## src/rtl/mdu_pkg.sv

```systemverilog
// Shared types for the iterative multiply/divide unit: RISC-V M-extension
// funct3 operation codes and the controller state encoding.
package mdu_pkg;

  typedef enum logic [2:0] {
    MDU_MUL    = 3'd0,
    MDU_MULH   = 3'd1,
    MDU_MULHSU = 3'd2,
    MDU_MULHU  = 3'd3,
    MDU_DIV    = 3'd4,
    MDU_DIVU   = 3'd5,
    MDU_REM    = 3'd6,
    MDU_REMU   = 3'd7
  } mdu_op_e;

  typedef enum logic [2:0] {
    IDLE = 3'd0,
    MUL  = 3'd1,
    DIV  = 3'd2,
    FIX  = 3'd3,
    DONE = 3'd4
  } mdu_state_e;

  // funct3 bit 2 selects divide/remainder; bit 1 selects remainder; bit 0 unsigned.
  function automatic logic op_is_div(input mdu_op_e op);
    return op[2];
  endfunction

  function automatic logic op_is_rem(input mdu_op_e op);
    return op[1];
  endfunction

  function automatic logic op_div_signed(input mdu_op_e op);
    return ~op[0];
  endfunction

endpackage

```

## src/rtl/mdu_div_step.sv

```systemverilog
// One restoring radix-2 division step: shift in the next dividend bit and
// subtract the divisor when it fits.
module mdu_div_step #(
  parameter int WIDTH = 32
) (
  input  logic [WIDTH-1:0] i_rem,
  input  logic [WIDTH-1:0] i_divisor,
  input  logic             i_bit,
  output logic [WIDTH-1:0] o_rem,
  output logic             o_q
);

  logic [WIDTH:0] w_shift;
  logic [WIDTH:0] w_diff;

  // Partial remainder is always below the divisor, so the shifted value is
  // below twice the divisor and the borrow bit of the difference is exact.
  assign w_shift = {i_rem, i_bit};
  assign w_diff  = w_shift - {1'b0, i_divisor};
  assign o_q     = ~w_diff[WIDTH];
  assign o_rem   = o_q ? w_diff[WIDTH-1:0] : w_shift[WIDTH-1:0];

endmodule

```

## src/rtl/mdu_iter.sv

```systemverilog
// Iterative RV32M multiply/divide unit: 2-cycle multiply, WIDTH-iteration
// restoring divide, valid/ready request and response channels with flush.
module mdu_iter
  import mdu_pkg::*;
#(
  parameter  int WIDTH = 32,
  localparam int CNT_W = $clog2(WIDTH + 1)
) (
  input  logic             clk_i,
  input  logic             rst_ni,
  input  logic             req_valid_i,
  output logic             req_ready_o,
  input  logic [2:0]       op_i,
  input  logic [WIDTH-1:0] a_i,
  input  logic [WIDTH-1:0] b_i,
  input  logic             kill_i,
  output logic             rsp_valid_o,
  input  logic             rsp_ready_i,
  output logic [WIDTH-1:0] result_o,
  output logic             busy_o
);

  localparam logic [WIDTH-1:0] MOST_NEG = {1'b1, {(WIDTH-1){1'b0}}};

  mdu_state_e       r_state, w_state_nxt;
  mdu_op_e          r_op, w_op_in;
  logic [WIDTH-1:0] r_a, r_b, r_rem, r_result;
  logic [CNT_W-1:0] r_cnt;
  logic             r_neg_q, r_neg_r;

  logic             w_accept, w_in_div, w_in_rem, w_in_signed;
  logic             w_sa, w_sb, w_b_zero, w_ovf, w_special;
  logic [WIDTH-1:0] w_abs_a, w_abs_b, w_special_res;

  assign w_op_in     = mdu_op_e'(op_i);
  assign w_accept    = req_valid_i && (r_state == IDLE) && !kill_i;
  assign w_in_div    = op_is_div(w_op_in);
  assign w_in_rem    = op_is_rem(w_op_in);
  assign w_in_signed = op_div_signed(w_op_in);

  // Divide special cases are resolved straight from the request operands.
  assign w_sa          = w_in_signed & a_i[WIDTH-1];
  assign w_sb          = w_in_signed & b_i[WIDTH-1];
  assign w_abs_a       = w_sa ? -a_i : a_i;
  assign w_abs_b       = w_sb ? -b_i : b_i;
  assign w_b_zero      = (b_i == '0);
  assign w_ovf         = w_in_signed && (a_i == MOST_NEG) && (b_i == '1);
  assign w_special     = w_b_zero || w_ovf;
  assign w_special_res = w_b_zero ? (w_in_rem ? a_i : '1)
                                  : (w_in_rem ? '0  : a_i);

  // Multiply: extending to 2*WIDTH bits gives the exact low half of the
  // (WIDTH+1)x(WIDTH+1) signed product, which is all that is ever selected.
  logic                 w_mul_sa, w_mul_sb;
  logic [2*WIDTH-1:0]   w_a_ext, w_b_ext, w_prod;
  logic [WIDTH-1:0]     w_mul_res;

  assign w_mul_sa  = ((r_op == MDU_MULH) || (r_op == MDU_MULHSU)) && r_a[WIDTH-1];
  assign w_mul_sb  = (r_op == MDU_MULH) && r_b[WIDTH-1];
  assign w_a_ext   = {{WIDTH{w_mul_sa}}, r_a};
  assign w_b_ext   = {{WIDTH{w_mul_sb}}, r_b};
  assign w_prod    = w_a_ext * w_b_ext;
  assign w_mul_res = (r_op == MDU_MUL) ? w_prod[WIDTH-1:0] : w_prod[2*WIDTH-1:WIDTH];

  logic [WIDTH-1:0] w_step_rem, w_quo_fix, w_rem_fix, w_fix_res;
  logic             w_step_q;

  mdu_div_step #(
    .WIDTH(WIDTH)
  ) u_div_step (
    .i_rem    (r_rem),
    .i_divisor(r_b),
    .i_bit    (r_a[WIDTH-1]),
    .o_rem    (w_step_rem),
    .o_q      (w_step_q)
  );

  assign w_quo_fix = r_neg_q ? -r_a : r_a;
  assign w_rem_fix = r_neg_r ? -r_rem : r_rem;
  assign w_fix_res = op_is_rem(r_op) ? w_rem_fix : w_quo_fix;

  always_comb begin
    w_state_nxt = r_state;
    unique case (r_state)
      IDLE: begin
        if (w_accept) begin
          if (!w_in_div)      w_state_nxt = MUL;
          else if (w_special) w_state_nxt = DONE;
          else                w_state_nxt = DIV;
        end
      end
      MUL:  w_state_nxt = kill_i ? IDLE : DONE;
      DIV: begin
        if (kill_i)                      w_state_nxt = IDLE;
        else if (r_cnt == CNT_W'(1))     w_state_nxt = FIX;
      end
      FIX:  w_state_nxt = kill_i ? IDLE : DONE;
      DONE: if (kill_i || rsp_ready_i) w_state_nxt = IDLE;
      default: w_state_nxt = IDLE;
    endcase
  end

  always_ff @(posedge clk_i or negedge rst_ni) begin
    if (!rst_ni) begin
      r_state <= IDLE;
    end else begin
      r_state <= w_state_nxt;
    end
  end

  // The dividend register doubles as the quotient shift register.
  always_ff @(posedge clk_i or negedge rst_ni) begin
    if (!rst_ni) begin
      r_op     <= MDU_MUL;
      r_a      <= '0;
      r_b      <= '0;
      r_rem    <= '0;
      r_cnt    <= '0;
      r_neg_q  <= 1'b0;
      r_neg_r  <= 1'b0;
      r_result <= '0;
    end else begin
      unique case (r_state)
        IDLE: begin
          if (w_accept) begin
            r_op <= w_op_in;
            if (w_in_div) begin
              r_a     <= w_abs_a;
              r_b     <= w_abs_b;
              r_rem   <= '0;
              r_cnt   <= CNT_W'(WIDTH);
              r_neg_q <= w_sa ^ w_sb;
              r_neg_r <= w_sa;
              if (w_special) r_result <= w_special_res;
            end else begin
              r_a <= a_i;
              r_b <= b_i;
            end
          end
        end
        MUL: if (!kill_i) r_result <= w_mul_res;
        DIV: begin
          r_rem <= w_step_rem;
          r_a   <= {r_a[WIDTH-2:0], w_step_q};
          r_cnt <= r_cnt - CNT_W'(1);
        end
        FIX: if (!kill_i) r_result <= w_fix_res;
        default: ;
      endcase
    end
  end

  assign req_ready_o = (r_state == IDLE);
  assign rsp_valid_o = (r_state == DONE);
  assign busy_o      = (r_state != IDLE);
  assign result_o    = r_result;

endmodule

```

## config.mk

```make
export PLATFORM = sky130hd
export DESIGN_NAME = mdu_iter
export DESIGN_NICKNAME = d
export VERILOG_FILES = /design/src/rtl/mdu_pkg.sv /design/src/rtl/mdu_div_step.sv /design/src/rtl/mdu_iter.sv
export SDC_FILE = /design/constraint.sdc
export NUM_CORES = 2
export LEC_CHECK = 0
export CORE_ASPECT_RATIO = 1.1
export CORE_MARGIN = 2
export CORE_UTILIZATION = 40
export CTS_CLUSTER_SIZE = 25
export DETAILED_ROUTE_END_ITERATION = 8
export GPL_TIMING_DRIVEN = 1
export PLACE_DENSITY = 0.52
export SYNTH_ARGS = -nofsm -noshare
export SYNTH_HDL_FRONTEND = slang
export SYNTH_SLANG_ARGS = --single-unit
```

## constraint.sdc

```tcl
create_clock -name clk_i -period 12.35 [get_ports clk_i]
set_input_delay 2.47 -clock clk_i [delete_from_list [all_inputs] [get_ports clk_i]]
set_output_delay 2.47 -clock clk_i [all_outputs]
set_load 0.02 [all_outputs]
```

==> flow_metrics.tcl <==
set metrics [dict create \
    result_of_the_run "finished clean" \
    synth_mux_area_frac 0.00652 \
    timing.critical_path.to_type "register" \
    grt_max_degree 93 \
    core_mm2 0.123 \
    critPathArrivalTime_ps 10630 \
    die-area_mm2 0.127 \
    cts-buffers-inserted 17 \
    floorplan.initialDensity 0.403 \
    post-route-drc-count 0 \
    drt_iter0_markers 2969 \
    cts_tree "done" \
    yosys.area_share.adder 0.519 \
    final_net_count 7088 \
    post_cts.resized_instances 0 \
    htree_levels 4 \
    syn_area_mm2 0.0495 \
    report.final.slew_viol_count 0 \
    maxCapViolations 0 \
    hold_path_class "reg2reg" \
    syn-mean-instance-area_um2 8.63 \
    worst_ep_required_time_ps 12740 \
    layout.cells.most_common "sky130_fd_sc_hd__inv_1" \
    achievable-frequency_ghz 0.0976 \
    dr.pass1.iters 5 \
    wire_length_of_the_first_global_routing_pass_um 278000 \
    grt_pass1_vias 42400 \
    synth.lib_cells_used.distinct 89 \
    yosys.area_share.simple 0.156 \
    route.antenna.remaining_nets 0 \
    rows 135 \
    fin_cells 7300 \
    gpl.final_weighted_congestion 1.02 \
    chip_width_um 340 \
    numPortBuffers 106 \
    dominantRegCellSynth "sky130_fd_sc_hd__dfrtp_1" \
    route.detailed.wl_per_inst_um 25.0 \
    clock_skew_ps 24.4 \
    worst_setup_path_start_kind "register" \
    synth_area_leaders "sky130_fd_sc_hd__fa_1 (46%), sky130_fd_sc_hd__inv_1 (9.4%), sky130_fd_sc_hd__nand2_1 (7.4%)" \
    synth_xor_area_frac 0.0377 \
    synth_edf_count 0 \
    vias_per_cell 5.41 \
    max_slew.worst_pin.slew_ps 1150 \
    cts.sink_count 142 \
    overflow 0 \
    final-seq-area_mm2 0.00357 \
    track_usage 0.296 \
    detailed_place_hpwl_um 148000 \
    worst-path-max-fanout 23 \
    post-synth-top-area-cell "sky130_fd_sc_hd__fa_1" \
    clock_slew_seen_by_the_registers_of_the_worst_setup_and_hold_paths_ps 70 \
    synth.yosys.seq_area_share 0.0717 \
    clock-root-buffer "sky130_fd_sc_hd__clkbuf_16" \
    synth-compound-area-share 0.0886 \
    floorplan.io_pins 107 \
    finalWorstPathRequiredPeriod_ps 10240 \
    final_period_utilization 0.829 \
    area_of_the_multi_input_gates_mm2 0.0400 \
    post_cts_buffers 0 \
    rsz0062_at_grt "false" \
    ys_ff_latch 142 \
    final_setup_viols 0 \
    overall_die_height_um 373 \
    routed_wl_um 182000 \
    drive_gt1_frac 0.0349 \
    yosysWarnings 0 \
    hold_violations 0 \
    setup.worst_path.class "reg2reg" \
    relSlewSlack 0.224 \
    vias 39500 \
    dominant_combinational_cell_family_by_area_after_synthesis "adder cells" \
    layout_common_cells "sky130_fd_sc_hd__inv_1 (1,236), sky130_fd_sc_hd__fa_1 (1,126), sky130_fd_sc_hd__nand2_1 (970), sky130_fd_sc_hd__and2_1 (270), sky130_fd_sc_hd__ha_1 (252)" \
    async_reset_ff_frac 1.00 \
    netlist.area_leader.share 0.455 \
    setup_tns_ps 0 \
    synth.net_count 7191 \
    layout.filler_cells 12500 \
    antenna_found_initial 23 \
    syn_to_final_growth_pct 6.75 \
    clkLatencyLatePin_ps 490 \
    cts_hold_repair.buffers 0 \
    dpl.cell_count 7263 \
    post_synth_inst_count 5741 \
    cts_max_path_buffers 2 \
]
[area by class of cell]
type,instances,share of cell area
Clock inverter,15,0.00338
Multi-Input combinational cell,4018,0.757
Sequential cell,142,0.0675
Antenna cell,5,0.000237
Timing Repair Buffer,223,0.0369
Tap cell,1644,0.0389
Clock buffer,17,0.00805
Inverter,1236,0.0877
[cell families (layout without fill, tap and decap cells)]
family          after synthesis  count (layout)
simple gates               1695            1695
fa+ha+maj                  1381            1381
flops                       142             142
buf+inv                    1581            1491
mux                          31              31
compound gates              698             698
other cells                   0               5
xor+xnor                    213             213
[layer usage]
layer,share of wire,track usage,vias up
met3,0.065,0.0434,320
met1,0.41,0.385,20700
met5,0.00014,0,-
li1,-,-,17100
met2,0.48,0.493,1383
met4,0.051,0.126,4
[Yosys cell counts (all sizes together), types with 9 or more instances]
| cell type | instances |
|---|---|
| nand2 | 972 |
| a21oi | 169 |
| o41ai | 15 |
| buf | 52 |
| ha | 252 |
| nor4 | 29 |
| nor2b | 14 |
| or4 | 18 |
| nand3 | 27 |
| o211ai | 21 |
| a211oi | 23 |
| xnor2 | 129 |
| and3 | 16 |
| o22ai | 22 |
| nand4 | 23 |
| o221ai | 9 |
| o21ai | 209 |
| nor2 | 203 |
| dfrtp | 142 |
| a31oi | 27 |
| mux2i | 31 |
| clkbuf | 293 |
| a22oi | 32 |
| o21a | 10 |
| and2 | 270 |
| inv | 1236 |
| a21o | 55 |
| o31ai | 29 |
| fa | 1126 |
| o21bai | 14 |
| or3 | 31 |
| nand2b | 19 |
| xor2 | 84 |
| nor3 | 40 |
[flip-flops by register name, summed over array words and instances, names as in the netlist]
| name | cells |
|---|---|
| r_state | 3 |
| r_b | 32 |
| result_o | 32 |
| r_rem | 32 |
| r_neg_q | 1 |
| r_neg_r | 1 |
| r_op | 3 |
| r_cnt | 6 |
| r_a | 32 |
[per-stage QoR]
stage               hold slack [ps]   util  setup slack, ps  area (um^2)
floorplan                       469      -             3710        49500
global placement                469  0.425             2280        52300
detailed placement              475  0.425             2160        52300
CTS                             491  0.430             2150        52900
global route                    520  0.430             1520        52900
finish                          491  0.430             2110        52900
[critical path, stage by stage, from the launching register on]
cell and delay, ps:
sky130_fd_sc_hd__dfrtp_1 460, sky130_fd_sc_hd__xnor2_1 810, sky130_fd_sc_hd__nor3_2 50, sky130_fd_sc_hd__buf_4 280, sky130_fd_sc_hd__nand2_1 160, sky130_fd_sc_hd__inv_1 110
sky130_fd_sc_hd__fa_1 540, sky130_fd_sc_hd__inv_1 140, sky130_fd_sc_hd__fa_1 560, sky130_fd_sc_hd__inv_1 60, sky130_fd_sc_hd__fa_1 770, sky130_fd_sc_hd__inv_1 280
sky130_fd_sc_hd__fa_1 810, sky130_fd_sc_hd__inv_1 370, sky130_fd_sc_hd__fa_1 560, sky130_fd_sc_hd__fa_1 520, sky130_fd_sc_hd__fa_1 500, sky130_fd_sc_hd__inv_1 50
sky130_fd_sc_hd__fa_1 470, sky130_fd_sc_hd__inv_1 40, sky130_fd_sc_hd__ha_1 470, sky130_fd_sc_hd__nand4_1 160, sky130_fd_sc_hd__nor3_1 220, sky130_fd_sc_hd__o311ai_0 230
sky130_fd_sc_hd__a31oi_1 660, sky130_fd_sc_hd__a211oi_1 210, sky130_fd_sc_hd__or4_1 510, sky130_fd_sc_hd__o211ai_1 110
[worst paths after layout]
path,from,end,slack (ps),depth (start not counted)
max in group asynchronous,rst_ni,r_op[1],8860,2
max,r_op[0],result_o[31],2110,27
min,r_b[29],r_b[29],490,2
min reg2reg,r_b[29],r_b[29],490,2
max reg2reg,r_op[0],result_o[31],2110,27
min in group asynchronous,rst_ni,r_a[26],2110,1
Power is left out: the tool's default activity adds up to more than one toggle a clock period on the data nets, which glitch-free logic cannot reach.
